**config.mk**
```make
export PLATFORM = sky130hd
export DESIGN_NAME = e203_exu_flush_halt_resp
export DESIGN_NICKNAME = d
export VERILOG_FILES = /design/src/rtl/e203_exu_flush_pkg.sv /design/src/rtl/e203_sat_cnt.sv /design/src/rtl/e203_exu_flush_halt_resp.sv
export SDC_FILE = /design/constraint.sdc
export NUM_CORES = 1
export LEC_CHECK = 0
export BUFFER_PORTS_ARGS = -buffer_cell sky130_fd_sc_hd__buf_2
export CAP_MARGIN = 40
export CORE_MARGIN = 3
export CORE_UTILIZATION = 51
export CTS_BUF_LIST = sky130_fd_sc_hd__clkbuf_2 sky130_fd_sc_hd__clkbuf_4 sky130_fd_sc_hd__clkbuf_8
export DETAILED_ROUTE_END_ITERATION = 12
export GPL_ROUTABILITY_DRIVEN = 0
export PLACE_DENSITY_LB_ADDON = 0.25
export SKIP_LAST_GASP = 1
export SLEW_MARGIN = 20
export SYNTH_ARGS = -nofsm -noshare
export SYNTH_HDL_FRONTEND = slang
export SYNTH_SLANG_ARGS = --single-unit
```
**constraint.sdc**
```tcl
create_clock -name clk -period 1.8 [get_ports clk]
set_input_delay 0.27 -clock clk [delete_from_list [all_inputs] [get_ports clk]]
set_output_delay 0.27 -clock clk [all_outputs]
set_load 0.01 [all_outputs]
```
**src/rtl/e203_exu_flush_pkg.sv**
```systemverilog
// Types and defaults shared by the EXU flush/halt responder and the exception unit.
// The state encoding is shared so both sides can decode the responder state.
package e203_exu_flush_pkg;

    localparam int unsigned PC_W_DEF  = 32;
    localparam int unsigned TMO_W_DEF = 8;

    typedef enum logic [2:0] {
        ST_IDLE     = 3'd0,
        ST_FL_DRAIN = 3'd1,
        ST_FL_REDIR = 3'd2,
        ST_HL_DRAIN = 3'd3,
        ST_HALTED   = 3'd4
    } flush_halt_st_e;

    function automatic logic is_drain(input flush_halt_st_e st);
        return (st == ST_FL_DRAIN) || (st == ST_HL_DRAIN);
    endfunction

endpackage

```
**src/rtl/e203_sat_cnt.sv**
```systemverilog
// Saturating up-counter with synchronous clear and enable.
// The max flag reflects the registered count and stays high while saturated.
module e203_sat_cnt #(
    parameter int unsigned W = 8
) (
    input  logic clk,
    input  logic rst,
    input  logic clr,
    input  logic en,
    output logic max_o
);

    logic [W-1:0] cnt_q;
    logic [W-1:0] cnt_d;

    assign max_o = &cnt_q;

    always_comb begin
        cnt_d = cnt_q;
        if (clr) begin
            cnt_d = '0;
        end else if (en && !max_o) begin
            cnt_d = cnt_q + W'(1);
        end
    end

    // NOTE: sequential state uses non-blocking assignments so every flop samples pre-edge values.
    always_ff @(posedge clk or posedge rst) begin
        if (rst) begin
            cnt_q <= '0;
        end else begin
            cnt_q <= cnt_d;
        end
    end

endmodule

```
**src/rtl/e203_exu_flush_halt_resp.sv**
```systemverilog
// Responder for the exception unit's flush and WFI-halt handshakes: drains the IFU
// (and the OITF for halts), redirects the IFU on flush, and returns the acks.
module e203_exu_flush_halt_resp
    import e203_exu_flush_pkg::*;
#(
    parameter int unsigned PC_W  = PC_W_DEF,
    parameter int unsigned TMO_W = TMO_W_DEF
) (
    input  logic            clk,
    input  logic            rst,
    input  logic            flush_req,
    input  logic [PC_W-1:0] flush_pc,
    output logic            flush_ack,
    input  logic            wfi_halt_ifu_req,
    input  logic            wfi_halt_exu_req,
    output logic            wfi_halt_ifu_ack,
    output logic            wfi_halt_exu_ack,
    input  logic            ifu_outstanding,
    input  logic            oitf_empty,
    output logic            ifu_halt,
    output logic            ifu_redir_valid,
    output logic [PC_W-1:0] ifu_redir_pc,
    input  logic            ifu_redir_ready,
    output logic            drain_tmo
);

    flush_halt_st_e  state_q, state_d;
    logic [PC_W-1:0] redir_pc_q, redir_pc_d;
    logic            flush_ack_q, flush_ack_d;
    logic            ifu_halt_q, ifu_halt_d;
    logic            redir_valid_q, redir_valid_d;
    logic            ifu_ack_q, ifu_ack_d;
    logic            exu_ack_q, exu_ack_d;
    logic            drain_tmo_q, drain_tmo_d;
    logic            cnt_en;
    logic            cnt_max;

    // NOTE: every always_comb output gets a default first, so no path can infer a latch.
    always_comb begin
        state_d    = state_q;
        redir_pc_d = redir_pc_q;
        unique case (state_q)
            ST_IDLE: begin
                if (flush_req) begin
                    state_d    = ST_FL_DRAIN;
                    redir_pc_d = flush_pc;
                end else if (wfi_halt_ifu_req) begin
                    state_d = ST_HL_DRAIN;
                end
            end
            ST_FL_DRAIN: begin
                if (!ifu_outstanding) state_d = ST_FL_REDIR;
            end
            ST_FL_REDIR: begin
                if (redir_valid_q && ifu_redir_ready) state_d = ST_IDLE;
            end
            ST_HL_DRAIN: begin
                // A flush (e.g. interrupt) abandons the halt without acking it.
                if (flush_req) begin
                    state_d    = ST_FL_DRAIN;
                    redir_pc_d = flush_pc;
                end else if (!wfi_halt_ifu_req) begin
                    state_d = ST_IDLE;
                end else if (!ifu_outstanding && oitf_empty) begin
                    state_d = ST_HALTED;
                end
            end
            ST_HALTED: begin
                if (flush_req) begin
                    state_d    = ST_FL_DRAIN;
                    redir_pc_d = flush_pc;
                end else if (!wfi_halt_ifu_req) begin
                    state_d = ST_IDLE;
                end
            end
            default: state_d = ST_IDLE;
        endcase

        // Outputs are registered from the next state so they line up with it.
        flush_ack_d   = (state_q == ST_FL_REDIR) && redir_valid_q && ifu_redir_ready;
        ifu_halt_d    = (state_d != ST_IDLE);
        redir_valid_d = (state_d == ST_FL_REDIR);
        ifu_ack_d     = (state_d == ST_HALTED);
        exu_ack_d     = (state_d == ST_HALTED) && wfi_halt_exu_req && oitf_empty;
        drain_tmo_d   = drain_tmo_q | cnt_max;
    end

    assign cnt_en = is_drain(state_q);

    e203_sat_cnt #(
        .W (TMO_W)
    ) u_drain_cnt (
        .clk   (clk),
        .rst   (rst),
        .clr   (!cnt_en),
        .en    (cnt_en),
        .max_o (cnt_max)
    );

    always_ff @(posedge clk or posedge rst) begin
        if (rst) begin
            state_q       <= ST_IDLE;
            redir_pc_q    <= '0;
            flush_ack_q   <= 1'b0;
            ifu_halt_q    <= 1'b0;
            redir_valid_q <= 1'b0;
            ifu_ack_q     <= 1'b0;
            exu_ack_q     <= 1'b0;
            drain_tmo_q   <= 1'b0;
        end else begin
            state_q       <= state_d;
            redir_pc_q    <= redir_pc_d;
            flush_ack_q   <= flush_ack_d;
            ifu_halt_q    <= ifu_halt_d;
            redir_valid_q <= redir_valid_d;
            ifu_ack_q     <= ifu_ack_d;
            exu_ack_q     <= exu_ack_d;
            drain_tmo_q   <= drain_tmo_d;
        end
    end

    assign flush_ack        = flush_ack_q;
    assign ifu_halt         = ifu_halt_q;
    assign ifu_redir_valid  = redir_valid_q;
    assign ifu_redir_pc     = redir_pc_q;
    assign wfi_halt_ifu_ack = ifu_ack_q;
    assign wfi_halt_exu_ack = exu_ack_q;
    // Visible as soon as the counter saturates; the sticky flop holds it afterwards.
    assign drain_tmo        = drain_tmo_q | cnt_max;

endmodule

```
==> reports/metrics.cfg, run 1 <==
[global_route]
grt_max_degree=33
grt_pass1_vias=1604
grtUsageTotal=0.180
grt_pass1_wl_um=7330
grt_antenna_before_repair=0
grt.overflow.total=0

[clock_network]
clock_sinks=49
cts_made_buffers=5
cts_root_buffer=clkbuf_8
cts_max_level=2
clock_path_buffers=2
cts_tree=done
clk_latency_ns=0.29
clk_pin_slew_ns=0.08

[routing]
num_vias=1488
wire_per_inst_um=15.3
ant_nets=0
vias_per_cell=5.31
wl_um=4290
drt_pass1_iterations=4
drtIter0Drc=76
drc=0

[run]
drv_cap=0

[sta]
final.setup_skew_ns=0.00308
worst_pin_slew_ns=0.497
period_share=0.949
fin_crit_ns=1.71
finalSetupViolCount=0
rsz0062_at_grt=no
clock.fmax_mhz=585
fin_tns_setup_ns=0
drv_slew=0
hold_viol=0
slew_headroom=0.668

[floorplanning]
rows=22
start_util=0.555
dieHeight_um=70.8
dieArea_um2=5010
die_width_um=70.8
core_area_um2=3850
ioPinCount=78

[logic_synthesis]
postSynthCellCount=144
synth-edff-count=0
synth-main-ff-cell=dfrtp_1
synth-seq-cells=49
synth_seq_area_share=0.573
yosys.area.top_type_share=0.573
yosysUniqueCellTypes=39
syn_nets=185
syn_area_um2=2140
yosys_warnings=0
synth.area.top_cells=dfrtp_1, mux2_4, buf_6
yosysTopAreaCell=dfrtp_1
syn_area_per_cell_um2=14.8
synthArstFlopShare=1.00

[worst_setup_path]
reg2reg_slack_ns=0.23
crit_required_ns=1.53
start_kind=flop
cp_max_fo=4
r2r_start=state_q[0]$_DFF_PP0_
r2r-end=ifu_redir_pc[17]$_DFFE_PP0P_
cp-end-kind=output port
worstSetupPathType=flop to output port
reg2regPathDepth=5
arrival_ns=1.44

[placed_design]
port_buffers=77
dpl.hpwl_um=3140

[pwr]
finalPower_mw=4.41
power_per_cell_area_nw_per_um2=1620
power.leakage_nw=1.42
max-vdd-ir-drop_mv=0.896

[final_layout]
drive_gt1_frac=0.586
syn_to_final_growth_pct=27.4
nNetsFinal=272
layout_commonest_cell=buf_2
layout_common_cells=buf_2, dfrtp_1, mux2_4
register_area_um2=1230
multi_input_area_um2=852
diodes=0
fill_cells=271

[min_path]
whs_path_depth=2
hp-start=flush_pc[19]
hold_class=primary input to flop
holdPathEnd=ifu_redir_pc[19]$_DFFE_PP0P_

[status]
status=completed

## critical path, stage by stage, from the launching register on
cell     delay (ns)
dfrtp_1        0.39
ha_2           0.20
nand4_1        0.14
nor2_2         0.06
or2_4          0.23
buf_6          0.12
## flip-flops by register name, indices dropped and copies added (netlist names)
signal	count
ifu_redir_pc	32
u_drain_cnt.cnt_q	8
state_q	3
drain_tmo_q	1
flush_ack	1
ifu_halt	1
ifu_redir_valid	1
wfi_halt_exu_ack	1
wfi_halt_ifu_ack	1
## cell type report
cell class,instances,share of cell area
flip-flops and latches,49,0.450
multi-input cells,86,0.313
repair buffers,85,0.176
clock buffers,6,0.0280
well taps,48,0.0220
clock inverters,2,0.00551
inverters,4,0.00551
## repair_timing
action / CTS / global route
gates resized for setup: 1 / 3
hold buffers: 1 / 0
pin swaps: 1 / 1
setup endpoints to repair: 1 / 1
hold endpoints to repair: 1 / 0
setup buffers: 3 / 1
## synthesized netlist by cell type, drive strengths merged, types with 3 or more instances
master	number
mux2	32
nand2	4
nor2	8
buf	5
inv	4
nor3b	3
a31oi	3
nor3	4
dfrtp	49
## worst max-delay path by stage
stage / start / to / slack (ns) / cells past startpoint
6_report: u_drain_cnt.cnt_q[1]$_DFFE_PP0P_ / drain_tmo / 0.09 / 5
5_1_grt: u_drain_cnt.cnt_q[1]$_DFFE_PP0P_ / drain_tmo / 0.02 / 5
4_1_cts: u_drain_cnt.cnt_q[0]$_DFFE_PP0P_ / drain_tmo / 0.01 / 5
3_5_place_dp: u_drain_cnt.cnt_q[0]$_DFFE_PP0P_ / drain_tmo / 0.19 / 5
3_3_place_gp: u_drain_cnt.cnt_q[0]$_DFFE_PP0P_ / drain_tmo / 0.24 / 5
2_1_floorplan: u_drain_cnt.cnt_q[0]$_DFFE_PP0P_ / drain_tmo / 0.30 / 4
## stage by stage
stage	hold slack [ns]	std cells	utilization	worst slack, ns	area (um^2)
6_report	0.207	280	0.707	0.0919	2720
5_1_grt	0.196	280	0.707	0.0208	2720
4_1_cts	0.194	279	0.702	0.0116	2710
3_5_place_dp	0.326	267	0.669	0.195	2580
3_3_place_gp	0.318	267	0.669	0.243	2580
2_1_floorplan	0.340	144	-	0.300	2140
## per-layer routing
metal / wire length (um) / GRT usage / vias up
met4: 63 / 0.0564 / 0
li1: - / - / 685
met3: 338 / 0.0511 / 8
met2: 2120 / 0.304 / 63
met1: 1770 / 0.224 / 732
met5: 0 / 0 / -
## kinds of logic after synthesis
| family | Yosys count | share of synthesized area |
|---|---|---|
| buffers and inverters | 9 | 0.0316 |
| xor gates and xnor gates | 2 | 0.00819 |
| muxes | 34 | 0.231 |
| AOI/OAI and AO/OA | 16 | 0.0579 |
| DFF | 49 | 0.573 |
| adders and majority gates | 1 | 0.00585 |
| and+or+nand+nor | 33 | 0.0925 |
## where the power goes
group / leakage, nW / internal, mW / switching (mW)
Combinational: 0.774 / 1.13 / 0.833
Clock: 0.0408 / 0.289 / 0.339
Sequential: 0.603 / 1.54 / 0.272
Total: 1.42 / 2.97 / 1.44
Power figures use the tool's default switching activity.
==> inputs of run 2 (changes only) <==
--- a/config.mk
+++ b/config.mk
@@ -8,7 +8,7 @@
 export BUFFER_PORTS_ARGS = -buffer_cell sky130_fd_sc_hd__buf_2
 export CAP_MARGIN = 40
 export CORE_MARGIN = 3
-export CORE_UTILIZATION = 51
+export CORE_UTILIZATION = 55
 export CTS_BUF_LIST = sky130_fd_sc_hd__clkbuf_2 sky130_fd_sc_hd__clkbuf_4 sky130_fd_sc_hd__clkbuf_8
 export DETAILED_ROUTE_END_ITERATION = 12
 export GPL_ROUTABILITY_DRIVEN = 0
==> constraint.sdc (replaced) <==
create_clock -name clk -period 2 [get_ports clk]
set_input_delay 0.2 -clock clk [delete_from_list [all_inputs] [get_ports clk]]
set_output_delay 0.2 -clock clk [all_outputs]
set_load 0.01 [all_outputs]
==> reports/metrics.cfg, run 2 (synthesis results as in run 1) <==
[worst_setup_path]
cp_max_fo=5  ; +1
crit_required_ns=1.80  ; +0.27 ns
crit_start=u_drain_cnt.cnt_q[0]$_DFFE_PP0P_
start_kind=flop
critPathMaxStageDelay_ns=0.42  ; +0.03 ns
crit_family=simple AND/OR/NAND/NOR gates
path_cells=ha_1 -> nand4_1 -> nor2_4 -> or2_2 -> buf_2
cp-end-kind=output port
worstSetupPathType=flop to output port
r2r-end=u_drain_cnt.cnt_q[3]$_DFFE_PP0P_
critical_path_buf_inv_count=1  ; unchanged
arrival_ns=1.71  ; +0.27 ns
r2r_start=u_drain_cnt.cnt_q[0]$_DFFE_PP0P_
reg2regPathDepth=6  ; +1
reg2reg_slack_ns=0.35  ; +0.12 ns
path_depth=5  ; unchanged
crit_slowest_cell=dfrtp_1

[min_path]
whs_path_depth=2  ; unchanged
hold_class=primary input to flop
hp-start=flush_pc[22]
holdPathEnd=ifu_redir_pc[22]$_DFFE_PP0P_

[clock_network]
clock_sinks=49  ; unchanged
cts_made_buffers=5  ; unchanged
clk_latency_ns=0.29  ; about the same
cts_max_level=2  ; unchanged
clk_pin_slew_ns=0.09  ; about the same
cts_root_buffer=clkbuf_8
clock_path_buffers=2  ; unchanged
cts_tree=done

[floorplanning]
dieArea_um2=4670  ; -6.7%
start_util=0.575  ; +0.0206
die_width_um=68.4  ; -3.4%
rows=22  ; unchanged
core_area_um2=3720  ; -3.6%
ioPinCount=78  ; unchanged
dieHeight_um=68.4  ; -3.4%

[global_route]
grt_antenna_before_repair=0  ; unchanged
grt.overflow.total=0  ; unchanged
grt_pass1_vias=1481  ; -7.7%
grt_max_degree=33  ; unchanged
grt_pass1_wl_um=6780  ; -7.5%
grtUsageTotal=0.200  ; +0.0201

[sta]
timing.final.ws_setup_ns=0.0889  ; -0.00302 ns
slew_headroom=0.590  ; -0.0779
worst_pin_slew_ns=0.613  ; +0.117 ns
fin_crit_ns=1.91
finalSetupViolCount=0  ; unchanged
period_share=0.956
hold_viol=0  ; unchanged
drv_slew=0  ; unchanged
final.setup_skew_ns=0.00568  ; +0.00260 ns
clock.fmax_mhz=523
whs_ns=0.132  ; -0.0749 ns

[final_layout]
nNetsFinal=271  ; -0.37%
layout_common_cells=buf_2, dfrtp_1, mux2_4
drive_gt1_frac=0.580  ; -0.00612
layout_commonest_cell=buf_2
largest_reg_flops=32  ; unchanged
diodes=0  ; unchanged
syn_to_final_growth_pct=26.2
final_core_utilization=0.726  ; +0.0191

[routing]
drtIter0Drc=91  ; +20%
ant_nets=0  ; unchanged
drc=0  ; unchanged
drt_pass1_iterations=4  ; unchanged
vias_per_cell=5.38  ; +1.2%
num_vias=1501  ; +0.87%
wire_per_inst_um=16.5  ; +7.5%
wl_um=4600  ; +7.2%

[placed_design]
place_ws_ns=0.322  ; +0.127 ns
port_buffers=77  ; unchanged
dpl.hpwl_um=3330  ; +6.0%

[pwr]
power.leakage_nw=1.41  ; -0.58%
max-vdd-ir-drop_mv=1.04  ; +16%
power_per_cell_area_nw_per_um2=1480  ; -8.6%

[run]
drv_cap=0  ; unchanged

[status]
status=completed

-- run 2: changes by cell type in the layout (fill, tap and decap cells not counted) --
cell    delta
buf_6      -1
nor2_2     -1
or2_4      -1
or2_2      +1
buf_2      +1
nor2_4     +1
buf_12     -1
ha_2       -1
ha_1       +1
-- run 2: metrics by stage --
step	instances	total power, mW	TNS, ns	cell area, um^2
2_1_floorplan	144	2.85	0	2140
3_3_place_gp	267	3.32	0	2570
3_5_place_dp	267	3.42	0	2570
4_1_cts	276	4.02	0	2670
5_1_grt	279	4.24	-0.00630	2700
6_report	279	3.99	0	2700
-- run 2: how the worst max path moves through the flow --
stage,to
floorplan,drain_tmo
global placement,drain_tmo
detailed placement,drain_tmo
CTS,drain_tmo
global route,drain_tmo
finish,drain_tmo
-- run 2: timing repair --
action,in CTS,in global routing
pin swaps,0,1
cloned,0,0
setup endpoints to repair,1,1
hold buffers,1,0
buffers inserted,0,3
hold endpoints to repair,27,0
resized for setup,1,1
-- run 2: metal layers --
layer	share of wire	vias up	GRT usage
li1	-	684	-
met1	0.40	727	0.236
met2	0.51	82	0.350
met3	0.079	8	0.0493
met4	0.013	0	0.0744
met5	0	-	0
-- run 2: layout make-up --
cell class / instances / area (um^2)
Clock buffer: 6 / 76.3
Clock inverter: 2 / 15.0
Fill cell: 273 / 1020
Inverter: 4 / 15.0
Multi-Input combinational cell: 86 / 852
Sequential cell: 49 / 1230
Tap cell: 48 / 60.1
Timing Repair Buffer: 84 / 453
-- run 2: power by group --
part | switching, mW | internal [mW] | total (mW)
registers | 0.262 | 1.39 | 1.65
logic | 0.756 | 1.00 | 1.76
clock network | 0.324 | 0.261 | 0.585
total | 1.34 | 2.65 | 3.99
==> inputs of run 3 (changes only) <==
--- a/config.mk
+++ b/config.mk
@@ -5,6 +5,7 @@
 export SDC_FILE = /design/constraint.sdc
 export NUM_CORES = 1
 export LEC_CHECK = 0
+export ABC_AREA = 1
 export BUFFER_PORTS_ARGS = -buffer_cell sky130_fd_sc_hd__buf_2
 export CAP_MARGIN = 40
 export CORE_MARGIN = 3
==> reports/metrics.cfg, run 3 <==
[sta]
period_share=0.930  ; -0.0252
finalSetupViolCount=0  ; unchanged
worst_pin_slew_ns=0.467  ; -0.146 ns
fin_crit_ns=1.86  ; -0.0504 ns
fin_tns_setup_ns=0  ; unchanged
hold_viol=0  ; unchanged
clock.fmax_mhz=537  ; +2.7%
final.setup_skew_ns=0.00590  ; +0.000215 ns
drv_slew=0  ; unchanged
rsz0062_at_grt=no
slew_headroom=0.688  ; +0.0976

[final_layout]
diodes=0  ; unchanged
layout_commonest_cell=buf_2
final_core_utilization=0.736  ; +0.0106
nNetsFinal=370  ; +37%
drive_gt1_frac=0.382  ; -0.198
final_area_um2=2800  ; +3.7%
largest_reg_flops=32  ; unchanged
layout_common_cells=buf_2, nand2_1, inv_1, dfrtp_1, o21ai_2
syn_to_final_growth_pct=25.2

[routing]
num_vias=1816  ; +21%
drc=0  ; unchanged
vias_per_cell=4.80  ; -11%
ant_nets=0  ; unchanged
drtIter0Drc=105  ; +15%
drt_pass1_iterations=4  ; unchanged
wl_um=4280  ; -6.9%
wire_per_inst_um=11.3  ; -31%

[global_route]
grt_antenna_before_repair=0  ; unchanged
grt.overflow.total=0  ; unchanged
grtUsageTotal=0.195  ; -0.00532
grt_pass1_vias=1762  ; +19%
grt_max_degree=43  ; +30%
grt_pass1_wl_um=7580  ; +12%

[logic_synthesis]
synth.area.top_cells=dfrtp_1, o21ai_2, nand2_1
synthArstFlopShare=1.00  ; unchanged
yosysUniqueCellTypes=18  ; -54%
yosys.cell_count.top_type=nand2_1
yosysTopAreaCell=dfrtp_1
synth-edff-count=0  ; unchanged
syn_nets=287  ; +55%
synth_seq_area_share=0.549  ; -0.0247
postSynthCellCount=246  ; +71%
synth-seq-cells=49  ; unchanged
yosys.area.top_type_share=0.549  ; -0.0247
yosys_warnings=0  ; unchanged
syn_area_per_cell_um2=9.08  ; -39%
synth-main-ff-cell=dfrtp_1
yosys-top-cells-count=nand2_1, inv_1, dfrtp_1, o21ai_2, nand3_1
syn_area_um2=2230  ; +4.5%

[pwr]
power.leakage_nw=1.63  ; +16%
max-vdd-ir-drop_mv=0.876  ; -16%
power_per_cell_area_nw_per_um2=1370  ; -7.4%
finalPower_mw=3.83  ; -4.0%

[min_path]
hold_class=primary input to flop

[floorplanning]
dieArea_um2=4860  ; +4.1%
start_util=0.588  ; +0.0129
die_width_um=69.7  ; +2.0%
rows=22  ; unchanged
dieHeight_um=69.7  ; +2.0%
ioPinCount=78  ; unchanged
core_area_um2=3800  ; +2.2%

[placed_design]
port_buffers=77  ; unchanged
dpl.hpwl_um=3260  ; -2.1%
placed_cell_area_um2=2670  ; +4.0%

[worst_setup_path]
crit_required_ns=1.80  ; about the same
cp-end-kind=output port
cp_max_fo=5  ; unchanged
worstSetupPathType=flop to output port
start_kind=flop
arrival_ns=1.66  ; -0.05 ns

[clock_network]
clk_latency_ns=0.30  ; about the same
cts_made_buffers=5  ; unchanged
clk_pin_slew_ns=0.09  ; about the same
cts_tree=done
clock_path_buffers=2  ; unchanged
cts_setup_buffers=0  ; unchanged
clock_sinks=49  ; unchanged
cts_max_level=2  ; unchanged
cts_root_buffer=clkbuf_8

[run]
drv_cap=0  ; unchanged

[status]
status=completed

run 3: cell types whose count changed after synthesis, moves of 3 or more:
cell / before / now
nand2_1: 3 / 63
inv_1: 4 / 50
mux2_4: 30 / 0
o21ai_2: 0 / 30
nand3_1: 2 / 15
nor2_1: 6 / 14
nor3_1: 4 / 0
a31oi_1: 3 / 0
nand4_1: 1 / 4
run 3: cells by family after synthesis:
family | synth area share
buf+inv | 0.116
flops | 0.549
compound gates | 0.141
simple gates | 0.189
fa+ha+maj | 0.00560
run 3: final cells by class:
type                    count  area [um^2]
fillers                   310         1000
inverters                  50          188
flip-flops and latches     49         1230
clock buffers               6         76.3
repair buffers             83          458
clock inverters             2         38.8
well taps                  48         60.1
multi-input cells         140          751
run 3: where the power goes:
| group | switching [mW] | leakage, nW | internal, mW |
|---|---|---|---|
| Combinational | 0.911 | 0.951 | 0.645 |
| Sequential | 0.208 | 0.624 | 1.36 |
| Clock | 0.320 | 0.0588 | 0.389 |
| Total | 1.44 | 1.63 | 2.39 |
run 3: final timing paths:
check	startpoint	to	slack, ns	depth (start not counted)
max	u_drain_cnt.cnt_q[0]$_DFFE_PP0P_	drain_tmo	0.14	8
min	flush_pc[17]	ifu_redir_pc[17]$_DFFE_PP0P_	0.12	3
max reg2reg	state_q[1]$_DFF_PP0_	ifu_redir_pc[13]$_DFFE_PP0P_	0.57	6
min reg2reg	drain_tmo_q$_DFF_PP0_	drain_tmo_q$_DFF_PP0_	0.47	2
max in group asynchronous	rst	flush_ack$_DFF_PP0_	1.05	4
min in group asynchronous	rst	ifu_redir_pc[17]$_DFFE_PP0P_	0.45	3
run 3: metal layers:
layer | GRT usage | share of wire | up-vias
met3 | 0.0652 | 0.084 | 6
li1 | - | - | 919
met5 | 0 | 0 | -
met2 | 0.338 | 0.47 | 68
met1 | 0.230 | 0.43 | 823
met4 | 0.0574 | 0.015 | 0
run 3: critical path, cell delays in order, from the launching register on:
cell	delay, ns
dfrtp_1	0.42
ha_1	0.19
nand2_1	0.07
inv_1	0.07
nand2_1	0.09
nor2_2	0.18
nand2_1	0.12
nand2_1	0.09
buf_2	0.13
run 3: per-stage QoR:
stage	setup slack [ns]	std cells	hold WS, ns
floorplan	0.627	246	0.313
global placement	0.470	369	0.247
detailed placement	0.394	369	0.248
CTS	0.0548	378	0.112
global route	0.000471	378	0.122
finish	0.139	378	0.123
run 3: what timing repair did:
action                                  4_1_cts  5_1_grt
hold endpoints to repair                     21        0
endpoints found under the setup margin        0        1
resized for setup                             0        1
hold buffers                                  1        0
